===== src/rtl/reg_pkg.sv =====
// Shared definitions for both ends of the LSB-first register link.
// Both ends use it so they agree on word width and counter sizing.
package reg_pkg;

  localparam int DATA_W = 8;

  // Minimum bits needed to count 0..n-1. Never returns less than 1.
  function automatic int clog2(input int n);
    int v;
    int r;
    v = (n > 1) ? n - 1 : 1;
    r = 0;
    while (v > 0) begin
      r = r + 1;
      v = v >> 1;
    end
    return r;
  endfunction

endpackage


===== src/rtl/mod_counter.sv =====
// Modulo-MOD up-counter with synchronous clear.
// o_wrap pulses on the increment that returns the count to zero.
import reg_pkg::*;

module mod_counter #(
  parameter int MOD = DATA_W,
  parameter int CW  = clog2(MOD)
) (
  input  logic          i_clock,
  input  logic          i_reset,
  input  logic          i_inc,
  input  logic          i_clr,
  output logic [CW-1:0] o_cnt,
  output logic          o_tc,
  output logic          o_wrap
);

  logic [CW-1:0] r_cnt;
  logic          w_tc;

  assign w_tc   = (r_cnt == CW'(MOD - 1));
  assign o_cnt  = r_cnt;
  assign o_tc   = w_tc;
  assign o_wrap = i_inc && w_tc && !i_clr;

  // Clear takes priority over increment.
  always_ff @(posedge i_clock or posedge i_reset) begin
    if (i_reset) begin
      r_cnt <= '0;
    end else if (i_clr) begin
      r_cnt <= '0;
    end else if (i_inc) begin
      r_cnt <= w_tc ? '0 : r_cnt + CW'(1);
    end
  end

endmodule


===== src/rtl/deser_8bit.sv =====
// LSB-first serial-to-parallel receiver with a valid/ready holding register.
// The shift register keeps filling while q is occupied; only the final bit stalls.
import reg_pkg::*;

module deser_8bit #(
  parameter int WIDTH = DATA_W,
  parameter int CW    = clog2(WIDTH)
) (
  input  logic             clock,
  input  logic             reset,
  input  logic             clr,
  input  logic             s_in,
  input  logic             s_valid,
  output logic             s_ready,
  output logic [WIDTH-1:0] q,
  output logic             q_valid,
  input  logic             q_ready,
  output logic [CW-1:0]    bit_cnt
);

  logic [WIDTH-1:0] r_sr;
  logic [WIDTH-1:0] r_q;
  logic             r_q_valid;
  logic [WIDTH-1:0] w_sr_next;
  logic [CW-1:0]    w_cnt;
  logic             w_tc;
  logic             w_accept;
  logic             w_complete;
  logic             w_drain;
  logic             w_s_ready;

  // Only the completing bit needs a free holding register; a same-edge drain frees it.
  assign w_s_ready  = !(w_tc && r_q_valid && !q_ready);
  assign w_accept   = s_valid && w_s_ready && !clr;
  assign w_drain    = r_q_valid && q_ready;
  assign w_sr_next  = {s_in, r_sr[WIDTH-1:1]};

  mod_counter #(
    .MOD (WIDTH),
    .CW  (CW)
  ) u_bit_cnt (
    .i_clock (clock),
    .i_reset (reset),
    .i_inc   (w_accept),
    .i_clr   (clr),
    .o_cnt   (w_cnt),
    .o_tc    (w_tc),
    .o_wrap  (w_complete)
  );

  always_ff @(posedge clock or posedge reset) begin
    if (reset) begin
      r_sr <= '0;
    end else if (clr) begin
      r_sr <= '0;
    end else if (w_accept) begin
      r_sr <= w_sr_next;
    end
  end

  // A completing bit wins over a drain, so back-to-back words never leave a bubble.
  always_ff @(posedge clock or posedge reset) begin
    if (reset) begin
      r_q       <= '0;
      r_q_valid <= 1'b0;
    end else if (w_complete) begin
      r_q       <= w_sr_next;
      r_q_valid <= 1'b1;
    end else if (w_drain) begin
      r_q_valid <= 1'b0;
    end
  end

  assign s_ready = w_s_ready;
  assign q       = r_q;
  assign q_valid = r_q_valid;
  assign bit_cnt = w_cnt;

endmodule


===== config.mk =====
export PLATFORM = sky130hd
export DESIGN_NAME = deser_8bit
export DESIGN_NICKNAME = d
export VERILOG_FILES = /design/src/rtl/reg_pkg.sv /design/src/rtl/mod_counter.sv /design/src/rtl/deser_8bit.sv
export SDC_FILE = /design/constraint.sdc
export NUM_CORES = 1
export LEC_CHECK = 0
export BUFFER_PORTS_ARGS = -buffer_cell sky130_fd_sc_hd__buf_2
export CAP_MARGIN = 40
export CORE_MARGIN = 2
export CORE_UTILIZATION = 45
export DETAILED_ROUTE_END_ITERATION = 10
export PLACE_DENSITY = 0.69
export SLEW_MARGIN = 20
export SYNTH_ARGS = -nofsm -noshare
export SYNTH_HDL_FRONTEND = slang
export SYNTH_SLANG_ARGS = --single-unit

===== constraint.sdc =====
create_clock -name clock -period 3 [get_ports clock]
set_input_delay 0.3 -clock clock [delete_from_list [all_inputs] [get_ports clock]]
set_output_delay 0.3 -clock clock [all_outputs]
set_load 0.02 [all_outputs]

; Word-level counts from Yosys, hierarchy flattened
; Index checks and enable logic that the tools add are counted.
[op_classes]
addsub = 1
n_eq_ne = 1
muxes = 7
n_reduce_logical = 12
[ops]
columns = operator, n
row1 = $mux 8, 2
row2 = $mux 3, 3
row3 = $logic_and 1x1->1, 7
row4 = $reduce_bool 2->1, 2
row5 = $add 3x1->3 const B, 1
row6 = $eq 3x3->1 const B, 1
row7 = $logic_not 1->1, 3
row8 = $mux 1, 2
[word_totals]
reg_bits = 20
input_bits = 6
out_inout_bits = 13
wordCells = 25

; Logic depth before layout (Yosys ltp)
[logic_depth]
ltp_word = 9
ltp_mapped = 6
depth_no_buf = 6

; Modules after synthesis
; A second synthesis with hierarchy kept.
[hier_totals]
cells_unflattened = 54
area_unflattened_um2 = 784.5
[by_module_without_submodules]
columns = module, n_inst, cells_each, area_per_inst_um2, seq_area_each_um2
row1 = deser_8bit, 1, 39, 621.8, 400.4
row2 = mod_counter, 1, 15, 162.7, 75.1

; Worst setup path before layout
; OpenSTA, ideal clock, no wires.
[synth_timing]
kind = register to register
start = register u_bit_cnt.r_cnt[0], in the netlist u_bit_cnt.o_cnt[0]
end = register u_bit_cnt.r_cnt[2], in the netlist u_bit_cnt.o_cnt[2]
setup_ns = 0.121
arrival_ns = 1.571
required_ns = 2.879
setup_slack_ns = 1.308
path_stages_with_launch = 7
n_path_buf = 0
period_less_slack_ns = 1.692
path_cell_list = dfrtp_1 ha_1 ha_1 and3b_1 inv_1 a21oi_2 a22o_1
[synth_between]
elab_chain_cells = 7
word_cells_on_any_way = 11
classes_between = add/sub (1) / eq/ne (1) / mux (3) / reduce/logical (6)
[synth_lines]
columns = item, line_no
row1 = from (decl), mod_counter.sv:18  ; logic [CW-1:0] r_cnt;
row2 = from (signal assigned), mod_counter.sv:33  ; r_cnt <= w_tc ? '0 : r_cnt + CW'(1);
row3 = $eq 3x3->1, mod_counter.sv:21  ; assign w_tc = (r_cnt == CW'(MOD - 1));
row4 = $logic_and 1x1->1 (2 in a row), deser_8bit.sv:33  ; assign w_s_ready = !(w_tc && r_q_valid && !q_ready);
row5 = $logic_not 1->1, deser_8bit.sv:33
row6 = named net s_ready, deser_8bit.sv:14  ; output logic s_ready,
row7 = $logic_and 1x1->1 (2 in a row), deser_8bit.sv:34  ; assign w_accept = s_valid && w_s_ready && !clr;
row8 = $reduce_bool 2->1 (no source line), --
; The timed path passes the listed nets, and every way through them passes these cells. The select of a mux whose other input is x is not followed.
; A chain may end at the register's enable or synchronous reset.

; Final worst setup path
[layout_timing]
start = register u_bit_cnt.r_cnt[0], in the netlist u_bit_cnt.o_cnt[0]
end = output port s_ready
[layout_between]
elab_chain_cells = 4
[layout_lines]
columns = item, line_no
row1 = $eq 3x3->1, mod_counter.sv:21
row2 = $logic_and 1x1->1 (2 in a row), deser_8bit.sv:33
row3 = $logic_not 1->1, deser_8bit.sv:33
row4 = to (decl), deser_8bit.sv:14
; Every way passes these cells.

==> results.md <==
- Outcome: finished clean
- Slew HR: 0.544
- Req. time, crit path: 2700 ps
- Initial DRC Count: 0
- Rows: 15
- Pleak: 0.000509 uW
- Clk_lat worst skew: 290 ps
- Avg Synthesized Cell Area: around 15 um^2
- Drt first pass iters: 1
- Setup TNS: 0 ps
- Max-slew violation count: 0
- Die Y: 46.2 um
- Sw Share: 0.231
- Worst r2r dst: r_sr[4]
- GRT Residual Overflow: 0
- Final setup viols: 0
- Adder-cell area share of the yosys netlist: 0.0313
- Placeable core region: 1710 um^2
- Max Cap Viol: 0
- Fmax: 0.522 GHz
- Critical path origin: u_bit_cnt.o_cnt[0]
- PD cells: 445 nW/um^2
- HPWL Detailed: 946 um
- GRT Util Overall: 0.147
- Starting density of the core: 0.469
- Synth top area share: 0.594
- Initial antenna violation count: 0
- Worst setup endpoint: s_ready
- Simple-Gate Fraction of Synth Area: 0.0734
- Net load switching power: 96.1 uW
- # Post-CTS Setup Buffers: 0
- Dpl ws: around 1300 ps
- I/O Buffers: 18
- R2R depth: 5
- Synth Instances: 55
- Register area: 475 um^2
- Mapped Area: 801 um^2
- Startpoint types: flip-flop
- Synth Area in XOR/XNOR: 0
- IO Count: 19
- # clock sinks: 19
- R2r setup slk: ~1300 ps
- Period minus WS final: 1920 ps
- Final Hold Viols: 0
- Die area: around 2100 um^2
- Period utilisation layout: 0.639
- DR vias: 510
- Flops & latches, synth: 19
- Share of cells above drive strength 1: 0.408
- CTS-repair resized insts: 0
- Reg power frac: 0.630
- Seq/Total Area, Yosys: 0.594
- Final ANT Viol Nets: 0
- Yosys synthesis warning count: 0
- Htree depth: 1
- Gpl congestion: between 0.7 and 0.8
- DRC: 0
- # hold bufs at CTS: 0
- Compound-Gate Fraction of Synth Area: 0.123
- Filler Cell Count: 150
- Final Cell Area: 937 um^2
- WP data arrival: 1620 ps
- P&R area growth vs syn: 17.0%
- FF-to-FF Start: u_bit_cnt.o_cnt[0]
- Clock-pin transition on the worst setup and hold timing paths: 100 ps
- CTS max path bufs: 2
- Die Wd: 46.2 um
- Via count of the first global-routing pass: 483
- Setup WS post-layout: about 1100 ps
- RSZ-0062 raised after global routing: false
- Worst slew pin tran: about 680 ps
- Tot Pwr: 417 uW
- Worst Path Class, Setup: reg2out
- Cell-internal power: roughly 320 uW
- Layout Nets: 85
- Antenna Cells: 0
- TritonCTS clock tree: yes
- Area leader, netlist: dfrtp_1
- Placed Area: ~910 um^2
- Worst vdd ir: 0.219 mV
- Synthesized net count: 63
- Clock network fraction of total power: 0.306
- Footprint of the multi-input gates: 303 um^2
- Crit-path max FO: 5
- Count of cell types in the netlist: 17
- Routed len/inst: 13.0 um
- Max Clock Skew: 1.09 ps
- Routed WL: 1320 um
- Root Driver: clkbuf_4
- Main combinational cell family by area after synthesis: multiplexers
- Final hold slack: 90.0 ps
- CP Capture Type: output pin
- Hold crit path type: in2async
- Top cells by area, synth: dfrtp_1 59%, mux2_4 15%, a22o_1 8.8%
- Comb pwr share: 0.063
- Largest net degree at the start of global routing: 20
- Vias per cell: a little over 5
- Mux contribution to synthesized area: 0.150
- Cts bufs inserted: 3
- First-pass GRT wire length: 2110 um
==> layout by cell type (no fill, tap or decap) <==
cell,count
and3_1,1
and3b_1,1
inv_1,3
a22o_1,8
nor3_2,1
nor2b_1,1
ha_1,2
o21ai_0,2
nand2b_1,1
clkbuf_1,1
nand2_1,2
a21oi_2,1
mux2_4,8
buf_2,18
nand3b_1,1
dfrtp_1,19
a21oi_1,2
or3_1,1
clkbuf_4,3
==> worst max-delay path, stage by stage (launching register included) <==
cell	delay [ps]
dfrtp_1	420
ha_1	210
ha_1	220
and3b_1	220
inv_1	90
buf_2	170
==> cells by family after synthesis <==
logic type,after synthesis
muxes,8
AOI/OAI and AO/OA,13
and+or+nand+nor,9
DFF,19
buffers and inverters,4
adders and majority gates,2
==> power by group through the flow <==
stage | Sequential, uW | Clock (uW) | Combinational (uW)
floorplan | 269 | 0 | 13.9
global placement | 267 | 0 | 26.6
detailed placement | 268 | 0 | 27.0
CTS | 263 | 129 | 27.3
global route | 263 | 139 | 30.0
finish | 263 | 128 | 26.5
==> cell type report <==
type,count,area share
sequential,19,0.507
inverter,3,0.0120
timing repair buffer,18,0.0961
clock buffer,4,0.0280
multi-input combinational,32,0.323
tap,25,0.0334
==> worst min-delay path by stage <==
stage               depth (start not counted)                  to  startpoint
global placement                            2             q_valid       reset
floorplan                                   1                q[0]       reset
detailed placement                          2                q[7]       reset
CTS                                         2                q[7]       reset
finish                                      2             q_valid       reset
global route                                2  u_bit_cnt.o_cnt[0]       reset
==> per-layer routing <==
layer | track usage | share of wire
met2 | 0.197 | 0.41
met4 | 0.103 | 0.028
met5 | 0 | 0
met3 | 0.0353 | 0.044
met1 | 0.203 | 0.51
==> sequential cells by signal (all words and copies together), names as in the netlist <==
name / flops
q: 8
q_valid: 1
r_sr: 7
u_bit_cnt.o_cnt: 3
==> synth_stat cells (all sizes together) <==
cell type	n
a21oi	3
a22o	8
and3	1
and3b	1
buf	1
dfrtp	19
ha	2
inv	3
mux2	8
nand2	2
nand2b	1
nand3b	1
nor2b	1
nor3	1
o21ai	2
or3	1
==> through the flow <==
step	std cells	utilization
global route	101	0.549
detailed placement	97	0.533
global placement	97	0.533
finish	101	0.549
floorplan	55	-
CTS	101	0.549
No activity file was read; power rests on OpenSTA's default activity.
